==> config.mk <==
export PLATFORM = sky130hd
export DESIGN_NAME = req_queue_sched
export DESIGN_NICKNAME = d
export VERILOG_FILES = /design/src/rtl/dram_cache_pkg.sv /design/src/rtl/req_queue_sched_rr_pick.sv /design/src/rtl/req_queue_sched.sv
export SDC_FILE = /design/constraint.sdc
export NUM_CORES = 1
export LEC_CHECK = 0
export CAP_MARGIN = 10
export CORE_AREA = 3 3 131 133
export CTS_BUF_LIST = sky130_fd_sc_hd__clkbuf_16
export CTS_CLUSTER_SIZE = 20
export DETAILED_ROUTE_END_ITERATION = 7
export DIE_AREA = 0 0 134 136
export PLACE_DENSITY_LB_ADDON = 0.3
export SLEW_MARGIN = 20
export SYNTH_ARGS = -nofsm -noshare
export SYNTH_HDL_FRONTEND = slang
export SYNTH_SLANG_ARGS = --single-unit
export TNS_END_PERCENT = 20
==> constraint.sdc <==
create_clock -name clk -period 2.11 [get_ports clk]
set_clock_uncertainty 0.1 [all_clocks]
set_input_delay 0.422 -clock clk [delete_from_list [all_inputs] [get_ports clk]]
set_output_delay 0.422 -clock clk [all_outputs]
set_load 0.01 [all_outputs]
==> src/rtl/dram_cache_pkg.sv <==
// ============================================================================
// Module  : dram_cache_pkg
// Brief   : Shared types and helpers for the DRAM-cache request path.
// Revision: 1.0
// ============================================================================
`default_nettype none

package dram_cache_pkg;

  typedef enum logic {ARB_IDLE = 1'b0, ARB_HOLD = 1'b1} arb_state_t;

  function automatic int src_w(input int n);
    return $clog2(n);
  endfunction

endpackage

`default_nettype wire

==> src/rtl/req_queue_sched_rr_pick.sv <==
// ============================================================================
// Module  : rr_pick
// Brief   : Rotating priority encoder; first set request at or after i_ptr.
// Revision: 1.0
// ============================================================================
`default_nettype none

module rr_pick
  import dram_cache_pkg::*;
#(
  parameter int NUM_REQ = 4,
  parameter int IDX_W   = src_w(NUM_REQ)
) (
  input  logic [NUM_REQ-1:0] i_req,
  input  logic [IDX_W-1:0]   i_ptr,
  output logic [IDX_W-1:0]   o_idx,
  output logic               o_any
);

  // Scan from the farthest offset down so the nearest hit is written last.
  always_comb begin
    o_idx = '0;
    o_any = 1'b0;
    for (int k = NUM_REQ - 1; k >= 0; k--) begin
      if (i_req[(int'(i_ptr) + k) % NUM_REQ]) begin
        o_any = 1'b1;
        o_idx = IDX_W'((int'(i_ptr) + k) % NUM_REQ);
      end
    end
  end

endmodule

`default_nettype wire

==> src/rtl/req_queue_sched.sv <==
// ============================================================================
// Module  : req_queue_sched
// Brief   : Round-robin drain of NUM_REQ request FIFOs into one registered
//           valid/ready port. Define ARB_BURST_EN for per-source burst hold.
// Revision: 1.0
// ============================================================================
`default_nettype none

module req_queue_sched
  import dram_cache_pkg::*;
#(
  parameter int   NUM_REQ       = 4,
  parameter int   DATA_BIT_SIZE = 64,
  parameter int   MAX_BURST     = 4,
  localparam int  SRC_W         = src_w(NUM_REQ)
) (
  input  logic                             clk,
  input  logic                             rst_n,
  input  logic [NUM_REQ-1:0]               q_empty,
  input  logic [NUM_REQ*DATA_BIT_SIZE-1:0] q_read_data,
  output logic [NUM_REQ-1:0]               q_read_en,
  output logic                             out_valid,
  input  logic                             out_ready,
  output logic [DATA_BIT_SIZE-1:0]         out_data,
  output logic [SRC_W-1:0]                 out_src,
  output logic                             busy
);

  if (NUM_REQ < 2 || NUM_REQ > 16 || MAX_BURST < 1 || MAX_BURST > 15) begin : g_cfg_err
    $error("req_queue_sched: parameter out of range");
  end

  function automatic logic [SRC_W-1:0] f_inc(input logic [SRC_W-1:0] x);
    return (int'(x) == NUM_REQ - 1) ? '0 : x + 1'b1;
  endfunction

  logic [DATA_BIT_SIZE-1:0] w_heads [NUM_REQ];
  for (genvar gi = 0; gi < NUM_REQ; gi++) begin : g_heads
    assign w_heads[gi] = q_read_data[gi*DATA_BIT_SIZE +: DATA_BIT_SIZE];
  end

  logic                     r_out_valid;
  logic [DATA_BIT_SIZE-1:0] r_out_data;
  logic [SRC_W-1:0]         r_out_src;
  logic [SRC_W-1:0]         r_rr_ptr;
  logic [SRC_W-1:0]         w_pick_ptr;
  logic [SRC_W-1:0]         w_pick_idx;
  logic                     w_pick_any;
  logic [SRC_W-1:0]         w_sel;
  logic                     w_slot_free;
  logic                     w_load;

  rr_pick #(.NUM_REQ(NUM_REQ)) u_pick (
    .i_req (~q_empty),
    .i_ptr (w_pick_ptr),
    .o_idx (w_pick_idx),
    .o_any (w_pick_any)
  );

  // Gating with rst_n keeps upstream FIFOs untouched while reset is held.
  assign w_slot_free = !r_out_valid || out_ready;
  assign w_load      = rst_n && w_slot_free && w_pick_any;

`ifdef ARB_BURST_EN
  localparam logic [3:0] c_max_burst = 4'(MAX_BURST);

  arb_state_t       r_state, w_state_nxt;
  logic [SRC_W-1:0] r_cur, w_cur_nxt;
  logic [3:0]       r_cnt, w_cnt_nxt;
  logic [SRC_W-1:0] w_rr_ptr_nxt;
  logic             w_hold_exit;
  logic             w_keep;

  // Leaving HOLD re-arbitrates in the same cycle starting after the holder.
  assign w_hold_exit = (r_state == ARB_HOLD) && w_slot_free &&
                       (q_empty[r_cur] || (r_cnt == c_max_burst));
  assign w_keep      = (r_state == ARB_HOLD) && !w_hold_exit;
  assign w_pick_ptr  = (r_state == ARB_HOLD) ? f_inc(r_cur) : r_rr_ptr;
  assign w_sel       = w_keep ? r_cur : w_pick_idx;

  always_ff @(posedge clk) begin
    if (!rst_n) begin
      r_state  <= ARB_IDLE;
      r_cur    <= '0;
      r_cnt    <= '0;
      r_rr_ptr <= '0;
    end else begin
      r_state  <= w_state_nxt;
      r_cur    <= w_cur_nxt;
      r_cnt    <= w_cnt_nxt;
      r_rr_ptr <= w_rr_ptr_nxt;
    end
  end

  always_comb begin
    w_state_nxt  = r_state;
    w_cur_nxt    = r_cur;
    w_cnt_nxt    = r_cnt;
    w_rr_ptr_nxt = r_rr_ptr;
    if (w_keep) begin
      if (w_load) w_cnt_nxt = r_cnt + 4'd1;
    end else begin
      if (w_hold_exit) begin
        w_state_nxt  = ARB_IDLE;
        w_rr_ptr_nxt = f_inc(r_cur);
      end
      if (w_load) begin
        w_rr_ptr_nxt = f_inc(w_sel);
        if (MAX_BURST > 1) begin
          w_state_nxt = ARB_HOLD;
          w_cur_nxt   = w_sel;
          w_cnt_nxt   = 4'd1;
        end
      end
    end
  end
`else
  assign w_pick_ptr = r_rr_ptr;
  assign w_sel      = w_pick_idx;

  always_ff @(posedge clk) begin
    if (!rst_n)      r_rr_ptr <= '0;
    else if (w_load) r_rr_ptr <= f_inc(w_sel);
  end
`endif

  always_comb begin
    q_read_en = '0;
    if (w_load) q_read_en[w_sel] = 1'b1;
  end

  always_ff @(posedge clk) begin
    if (!rst_n) begin
      r_out_valid <= 1'b0;
      r_out_data  <= '0;
      r_out_src   <= '0;
    end else if (w_load) begin
      r_out_valid <= 1'b1;
      r_out_data  <= w_heads[w_sel];
      r_out_src   <= w_sel;
    end else if (out_ready) begin
      r_out_valid <= 1'b0;
    end
  end

  assign out_valid = r_out_valid;
  assign out_data  = r_out_data;
  assign out_src   = r_out_src;
  assign busy      = r_out_valid || (|(~q_empty));

endmodule

`default_nettype wire

==> qor.yml <==
fin_crit_ps: 2150
nFillCells: 1533
cp_slowest_cell: "nor2b_4"
boundaryPins: 335
fp.dieH_um: 136
synth_nets: 821
synthCells: 557
routed_wl_mm: 21.4
grt_usage_pct: 21.3
switchingPower_w: 0.00198
via_count: 5672
critPathLaunchType: "input port"
whs_path_depth: 2
ff2ff_path_depth: 8
cts_tree: "yes"
final_cell_mix: "clkdlybuf4s50_1, nand2_1, dfxtp_1"
syn-cell-area_um2: 4520
maxSlewHeadroom_pct: 62.4
tightest_slew_ps: 564
comb_power_share_pct: 48.6
cts.clk_slew.worst_paths_ps: 60
grt_max_degree: 46
cts_hold_buf: 0
fin_util_pct: 56.2
max_cap_viol_count: 0
crit_top_cell: "buf_4"
timing.rr.end: "out_data[30]"
grt_pass1_wl_mm: 30.6
initial_utilization_pct: 28.3
postRouteAntennaNets: 0
endpoint_kind: "output pin"
syn_to_final_growth_pct: 98.6
multi_input_comb_area_um2: 3070
p_total_w: 0.00588
rsz0062_at_grt: "true"
worstPathMaxFanout: 5
swShare_pct: 33.6
yosys_warnings: 0
grt_overflow: 0
clock.fmax_mhz: 465
io_buffers: 334
firstDrtPassIters: 4
async_flop_share_pct: 0
path_delay_family: "buffers and inverters"
cts.sinks: 69
path_cells: "buf_2, nor2b_4, buf_4, nor4_4, buf_4, nor2_8, clkinv_4, ha_4, and2_4, buf_6"
status: "complete, but fails checks"
irDropWorstVdd_v: 0.000349
num_rows: 46
cts_max_level: 3
grt_pass1_vias: 5605
wl_per_cell_um: 19.1
p_clk_share_pct: 23.0
fin_crit_sh_pct: 102
cts_buffer_depth: 2
hold_path_end: "out_src[1]"
drive_above_1_share_pct: 15.3
power.density_nw_per_um2: 656
required_ps: 1590
reg2reg_from: "r_rr_ptr[0]"
r2r_setup_slack_ps: 30
core_um2: 15900
path_buf_inv: 5
dp_hpwl_mm: 15.2
leakage_nw: 3.53
worstPathArrival_ps: 1630
pwr-share-seq_pct: 28.4
dr.first_iter.drc_count: 241
final_common_cell: "clkdlybuf4s50_1"
hp-class: "reg -> reg"
fin_nets: 1161
intPower_w: 0.00391
root_buffer: "clkbuf_16"
drv_slew: 0
synth_edf_count: 0
violations: "setup timing"
synth-seq-cells: 69
clk_latency_ps: 330
cpPeakStageDelay_ps: 170
ys_types: 35
synthFlopType: "dfxtp_1"
worst_slack_ps: -38.8
ys_seq_area_share_pct: 30.6
seqCellArea_um2: 1390
worstHoldStart: "out_src[1]"
hold_viol_final: 0
avgSynthCellArea_um2: 8.11
setup-violations-final: 1
place.gp.congestion: 0.806
avgViaCountPerCell: 5.06
path_class: "in -> out"
die_x_um: 134
antenna_found_initial: 2
numCtsBuffers: 9
drcViolationCount: 0
die_area_um2: 18200
[worst max path at each step]
stage | slack (ps) | from | end | cells past startpoint
floorplan | -30 | q_empty[1] | q_read_en[3] | 7
global placement | -930 | q_empty[1] | q_read_en[3] | 8
detailed placement | -960 | q_empty[1] | q_read_en[3] | 8
CTS | -90 | r_rr_ptr[1] | q_read_en[3] | 8
global route | -130 | r_rr_ptr[0] | q_read_en[3] | 8
finish | -40 | q_empty[1] | q_read_en[3] | 10
[worst register-to-register path: stages (launching register included)]
cell and delay, ps:
dfxtp_4 390, nor2_4 50, buf_4 120, or4_4 580
buf_12 200, buf_16 150, nand3_2 70, a21o_1 160
o211ai_1 120
[area by class of cell]
cell class | count | share of cell area [%]
timing repair buffer | 387 | 44.2
multi-input combinational | 427 | 34.3
sequential | 69 | 15.5
tap | 216 | 3.01
clock buffer | 9 | 2.51
clock inverter | 7 | 0.307
inverter | 3 | 0.181
antenna | 2 | 0.0558
[per-stage QoR]
step	setup WS, ps	cell area [µm²]	setup TNS, ps	instances	hold WS, ps
floorplan	-29.7	4540	-29.7	557	367
CTS	-91.8	8610	-170	1110	343
global route	-125	8970	-746	1120	361
detailed placement	-962	8270	-45810	1090	333
global placement	-935	8270	-44790	1090	329
finish	-38.8	8970	-38.8	1120	339
[registers in the layout (all words and copies together) (netlist names)]
name / count
out_data: 64
out_src: 2
r_rr_ptr: 2
out_valid: 1
[power groups by stage]
stage / clock [W] / combinational, W / sequential (W)
6_report: 0.00135 / 0.00286 / 0.00167
5_1_grt: 0.00146 / 0.00305 / 0.00170
3_3_place_gp: 0 / 0.00257 / 0.00168
4_1_cts: 0.00140 / 0.00264 / 0.00166
2_1_floorplan: 0 / 0.00112 / 0.00179
3_5_place_dp: 0 / 0.00258 / 0.00168
[cells in the mapped netlist, types with 2 or more instances]
cell type	n	area [µm²]
a211oi_1	32	240
a211oi_2	8	100
a21o_1	44	330
a21oi_1	6	30.0
and2_1	2	12.5
and3_1	39	244
and3_4	2	22.5
buf_2	16	80.1
buf_4	2	15.0
buf_6	8	90.1
clkbuf_1	31	116
dfxtp_1	69	1380
inv_1	2	7.51
mux2i_1	44	440
nand2_1	72	270
nand2b_1	3	18.8
nand3_1	47	235
nor2_1	5	18.8
o211ai_1	44	330
o21ai_0	45	225
o31ai_1	20	150
or2_2	2	12.5
or3_1	2	12.5
[per-layer routing]
metal	global-route usage, %	routed length (µm)
met2	37.1	10900
met1	24.4	8200
met4	7.94	370
met3	6.77	1900
met5	0	0
[timing repair]
item / in CTS / in global routing
buffers inserted: 4 / 2
endpoints found under the setup margin: 69 / 35
gates cloned: 0 / 8
pin swaps: 7 / 19
resized for setup: 59 / 46
[logic make-up (layout without fill, tap and decap cells)]
logic type | count (synthesis) | in the layout | share of synthesized area, %
adders and majority gates | 1 | 1 | 0.277
buffers and inverters | 61 | 406 | 7.12
DFF | 69 | 69 | 30.6
AOI/OAI and AO/OA | 202 | 202 | 31.8
muxes | 44 | 44 | 9.75
and+or+nand+nor | 180 | 180 | 20.5
other | 0 | 2 | 0
Power figures use the tool's default switching activity.
==> variant 1, RTL diff (same settings) <==
Build with the macro `ARB_BURST_EN` defined.
--- a/src/rtl/req_queue_sched.sv
+++ b/src/rtl/req_queue_sched.sv
@@ -5,6 +5,8 @@
 // Revision: 1.0
 // ============================================================================
 `default_nettype none
+
+`define ARB_BURST_EN
 
 module req_queue_sched
   import dram_cache_pkg::*;
Function: not settled (the Yosys comparison gave no result); the edit may change what the design does.
==> variant 1 against the unedited design <==
Non-clock buffer count rose by 10; combinational power rose by 21%; critical path type is now reg2out; routed wire length fell by 3.8%; design area rose by 4.4%; largest power group unchanged; die area did not move; sequential cell count rose by 7; worst setup slack got worse by 880 ps; largest cell class unchanged; synthesized area rose by 3.3%; power rose by 13%; the flow still finishes with violations (setup timing).
==> variant 1: results (changes against the unedited design) <==
met3 Track Usage GR 0.05699 (was 0.06773); part of the total power dissipated in combinational logic 0.519 (was 0.486); antenna violations before repair 0 (was 2); FF-to-FF path depth 13 (was 8); crit-path max FO 3 (was 5); fraction of layout instances using a drive strength above 1 0.1606 (was 0.1530); outcome finished, violations left (unchanged); diodes inserted 0 (was 2); worst ir drop on vdd 0.3599 mV (was 0.3486 mV); number of global-route vias before repair 5784 (was 5605); commonest cells in the synthesized netlist sky130_fd_sc_hd__mux2i_1 (133), sky130_fd_sc_hd__dfxtp_1 (76), sky130_fd_sc_hd__nand3_1 (67) (was sky130_fd_sc_hd__nand2_1 (72), sky130_fd_sc_hd__dfxtp_1 (69), sky130_fd_sc_hd__nand3_1 (47)); half-perimeter wire length after detailed placement 14150 um (was 15180 um); critical register-to-register path endpoint out_data[61] (was out_data[30]); placement-stage cell area 8418 um2 (was 8267 um2); Relative slew margins 0.6649 (was 0.6243); via count normalized by instance count 5.143 (was 5.064); setup tns final -50650 ps (was -38.77 ps); area of combinational cells with multiple inputs 3043 um2 (was 3072 um2); met2 capacity usage during global routing 0.4057 (was 0.3706); sum of routed wire length over all layers 20580 um (was 21400 um); Post-CTS Setup Repair Bufs 10 (was 4); Setup WS post-layout -914.2 ps (was -38.77 ps); largest net degree at the start of global routing 45 (was 46); leading post-synthesis cells by cell area sky130_fd_sc_hd__dfxtp_1 (33%), sky130_fd_sc_hd__mux2i_1 (29%), sky130_fd_sc_hd__o221ai_1 (12%) (was sky130_fd_sc_hd__dfxtp_1 (31%), sky130_fd_sc_hd__mux2i_1 (9.8%), sky130_fd_sc_hd__a21o_1 (7.3%)); total number of nets in the final design 1094 (was 1161); count of endpoints failing setup in the final report 72 (was 1); Fill cells 1303 (was 1533); violated checks setup timing (unchanged); final weighted congestion in routability-driven placement 0.8242 (was 0.8055); Vias 5369 (was 5672); Mean Syn Cell Area 10.08 um2 (was 8.107 um2); global-route wire length before repair 31530 um (was 30610 um); static leakage 3.926 nW (was 3.529 nW); start point of the critical path r_cur[0] (was q_empty[1]); setup slack of the worst register-to-register path -890 ps (was 30 ps); initial drt markers 178 (was 241); synthesized netlist net count 733 (was 821); sequential share of the synthesized area 0.3261 (was 0.3059); switching power 2.143 mW (was 1.977 mW); Slowest Stage Delay on Critical Path 360 ps (was 170 ps); number of cells after detailed placement 1005 (was 1090)
variant 1: changes by cell type in the layout (fill, tap and decap cells not counted), moves of 41 or more:
cell and change:
sky130_fd_sc_hd__a21o_1 -43, sky130_fd_sc_hd__mux2i_1 +72, sky130_fd_sc_hd__nand2_1 -65, sky130_fd_sc_hd__o211ai_1 -44, sky130_fd_sc_hd__o21ai_0 -41, sky130_fd_sc_hd__o221ai_1 +60
variant 1: metal layers:
layer / part of all wire / routed length [um]
met1: 0.37 / 7613
met2: 0.54 / 11020
met3: 0.079 / 1636
met4: 0.015 / 312
met5: 0 / 0
variant 1: through the flow:
step           hold slack [ps]  setup slack (ps)
2_1_floorplan            348.6            -533.2
3_3_place_gp             364.3             -1285
3_5_place_dp             368.5             -1310
4_1_cts                  386.7            -982.0
5_1_grt                  414.7            -987.3
6_report                 380.4            -914.2
variant 1: cell type report:
cell class                 count  share of cell area
clock buffer                   9             0.02407
clock inverter                 6            0.002808
inverter                       5            0.002808
multi-input combinational    335              0.3252
sequential                    76              0.1634
tap                          216             0.02888
timing repair buffer         397              0.4529
variant 1: how the worst max path moves through the flow:
stage                        end  slack [ps]  cells past startpoint
global placement    q_read_en[2]       -1280                      8
detailed placement  q_read_en[0]       -1310                      8
floorplan           q_read_en[3]        -530                     10
CTS                 q_read_en[3]        -980                     10
global route        out_data[61]        -990                     14
finish              q_read_en[3]        -910                     10
variant 1: tightest hold or removal path: stages (launching register included):
cell and delay, ps:
sky130_fd_sc_hd__dfxtp_1 320, sky130_fd_sc_hd__nand3_1 60, sky130_fd_sc_hd__o221ai_1 60
variant 1: cell families after synthesis:
kind of cell | share of synthesized area
adders and majority gates | 0.01877
buffers and inverters | 0.07911
AOI/OAI and AO/OA | 0.1596
and+or+nand+nor | 0.1191
DFF | 0.3261
muxes | 0.2974
==> variant 2, RTL diff (same settings) <==
Made on the original files. `NUM_REQ` is set to 4 in 2 places; all go to 2.
--- a/src/rtl/req_queue_sched_rr_pick.sv
+++ b/src/rtl/req_queue_sched_rr_pick.sv
@@ -8,7 +8,7 @@
 module rr_pick
   import dram_cache_pkg::*;
 #(
-  parameter int NUM_REQ = 4,
+  parameter int NUM_REQ = 2,
   parameter int IDX_W   = src_w(NUM_REQ)
 ) (
   input  logic [NUM_REQ-1:0] i_req,
--- a/src/rtl/req_queue_sched.sv
+++ b/src/rtl/req_queue_sched.sv
@@ -9,7 +9,7 @@
 module req_queue_sched
   import dram_cache_pkg::*;
 #(
-  parameter int   NUM_REQ       = 4,
+  parameter int   NUM_REQ       = 2,
   parameter int   DATA_BIT_SIZE = 64,
   parameter int   MAX_BURST     = 4,
   localparam int  SRC_W         = src_w(NUM_REQ)
Interface: changed (resized out_src, q_empty, q_read_data and q_read_en); port bits go from 335 to 202. No check against the original RTL was run, so the function may have changed too.
==> variant 2 against the unedited design <==
Highest routed layer unchanged; sequential cell count decreased by 2; count of clock-buffer cells in the layout unchanged; design area fell by 36%; first-iteration DRC count shrank 53%; power is 36% lower; synthesized area fell by 26%; the flow still finishes with violations (setup timing); worst setup slack about the same; cell count is 30% lower; worst hold slack gained 75 ps; routed wire length fell by 41%.
==> variant 2: results (changes against the unedited design) <==
outcome finished, violations left (unchanged); violated checks setup timing (unchanged); slowest stage cell, crit path sky130_fd_sc_hd__clkdlybuf4s50_1 (was sky130_fd_sc_hd__nor2b_4); part of the power in registers 0.380 (was 0.284); antenna violations before repair 0 (was 2); number of global-route vias before repair 3841 (was 5605); power of the sequential group 1.43 mW (was 1.67 mW); share of the synthesized area in compound gates (AO/OA/AOI/OAI) 0.3587 (was 0.3175); sequential share of the synthesized area 0.4039 (was 0.3059); fraction of layout instances using a drive strength above 1 0.1353 (was 0.1530); commonest cells in the synthesized netlist sky130_fd_sc_hd__nand2_1 (129), sky130_fd_sc_hd__dfxtp_1 (67), sky130_fd_sc_hd__a21oi_1 (65) (was sky130_fd_sc_hd__nand2_1 (72), sky130_fd_sc_hd__dfxtp_1 (69), sky130_fd_sc_hd__nand3_1 (47)); Slowest Stage Delay on Critical Path 420 ps (was 170 ps); initial drt markers 113 (was 241); half-perimeter wire length after detailed placement 8901 um (was 15180 um); comb pwr 1.03 mW (was 2.86 mW); Setup WS post-layout -38.48 ps (was -38.77 ps); crit-path max FO 4 (was 5); area share of fa/ha/maj cells after synthesis 0 (was 0.002771); most frequently used flop master after synthesis sky130_fd_sc_hd__dfxtp_1 (unchanged); synthesized netlist net count 514 (was 821); Post-CTS Setup Repair Bufs 0 (was 4); net switching fraction of the power 0.2783 (was 0.3359); worst ir drop on vdd 0.3458 mV (was 0.3486 mV); largest net degree at the start of global routing 49 (was 46); setup tns final -38.48 ps (was -38.77 ps); Fill cells 1644 (was 1533); IO buf count 201 (was 334); Distinct cells, synth 21 (was 35); global router's overall resource usage 0.1374 (was 0.2126); final weighted congestion in routability-driven placement 0.6993 (was 0.8055); 1st-pass router iterations 4 (unchanged); global-route wire length before repair 19880 um (was 30610 um); via count normalized by instance count 4.629 (was 5.064); Tightest Pin Transition 480.9 ps (was 563.6 ps); leading post-synthesis cells by cell area sky130_fd_sc_hd__dfxtp_1 (40%), sky130_fd_sc_hd__a311oi_2 (18%), sky130_fd_sc_hd__nand2_1 (15%) (was sky130_fd_sc_hd__dfxtp_1 (31%), sky130_fd_sc_hd__mux2i_1 (9.8%), sky130_fd_sc_hd__a21o_1 (7.3%)); dominant cell by count in the synthesized netlist sky130_fd_sc_hd__nand2_1 (unchanged); kind of path behind the tightest hold check reg2reg (unchanged); count of endpoints failing setup in the final report 1 (unchanged); multiplexer area fraction after synthesis 0 (was 0.09753); static leakage 2.059 nW (was 3.529 nW); Async S/R FF share, synth 0 (unchanged); deepest level of the CTS H-tree 3 (unchanged); CP top delay family buffers and inverters (unchanged); Routed wire per std cell 16.05 um (was 19.11 um)
## variant 2: cell count changes after synthesis, moves of 22 or more
cell | unedited run | this run
sky130_fd_sc_hd__a211oi_1 | 32 | 0
sky130_fd_sc_hd__a21o_1 | 44 | 0
sky130_fd_sc_hd__a21oi_1 | 6 | 65
sky130_fd_sc_hd__a311oi_1 | 0 | 24
sky130_fd_sc_hd__a311oi_2 | 0 | 40
sky130_fd_sc_hd__and3_1 | 39 | 0
sky130_fd_sc_hd__clkbuf_1 | 31 | 9
sky130_fd_sc_hd__mux2i_1 | 44 | 0
sky130_fd_sc_hd__nand2_1 | 72 | 129
sky130_fd_sc_hd__nand3_1 | 47 | 1
sky130_fd_sc_hd__o211ai_1 | 44 | 0
sky130_fd_sc_hd__o21ai_0 | 45 | 0
## variant 2: routing by layer
layer  up-vias  GRT usage  wire (um)
li1       1751          -          -
met1      1733     0.1600       5334
met2       135     0.2313       6087
met3        15    0.04885        956
met4         0    0.05429        223
met5         -          0          0
## variant 2: final cells by class
| cell class | count | area (um2) | area share |
|---|---|---|---|
| timing repair buffer | 216 | 2173 | 0.3762 |
| multi-input combinational | 269 | 1733 | 0.3000 |
| sequential | 67 | 1341 | 0.2322 |
| tap | 216 | 270.3 | 0.04678 |
| clock buffer | 9 | 225.2 | 0.03899 |
| clock inverter | 6 | 26.28 | 0.004548 |
| inverter | 2 | 7.507 | 0.001300 |
## variant 2: repair_timing
| action | in CTS | in global routing |
|---|---|---|
| hold endpoints to repair | 0 | 0 |
| resized for setup | 8 | 2 |
| hold buffers | 0 | 0 |
| endpoints found under the setup margin | 3 | 65 |
## variant 2: worst register-to-register path, cell delays in order, from the launching register on
cell	delay, ps
sky130_fd_sc_hd__dfxtp_1	320
sky130_fd_sc_hd__nand2b_2	110
sky130_fd_sc_hd__buf_4	360
sky130_fd_sc_hd__and2_4	260
sky130_fd_sc_hd__buf_12	240
sky130_fd_sc_hd__a311oi_2	140
## variant 2: final timing paths
check / from / to / slack (ps) / cells past startpoint
max: q_empty[1] / q_read_en[1] / -40 / 6
max reg2reg: out_valid / out_data[61] / 450 / 5
min: out_data[45] / out_data[45] / 410 / 2
min reg2reg: out_data[45] / out_data[45] / 410 / 2
## variant 2: metrics by stage
| step | setup slack, ps | instances | util | area [um2] |
|---|---|---|---|---|
| finish | -38.48 | 785 | 0.3623 | 5777 |
| floorplan | 406.4 | 381 | - | 3321 |
| global placement | -335.7 | 770 | 0.3463 | 5522 |
| detailed placement | -335.5 | 770 | 0.3463 | 5522 |
| global route | -82.60 | 785 | 0.3623 | 5777 |
| CTS | -42.19 | 785 | 0.3618 | 5768 |
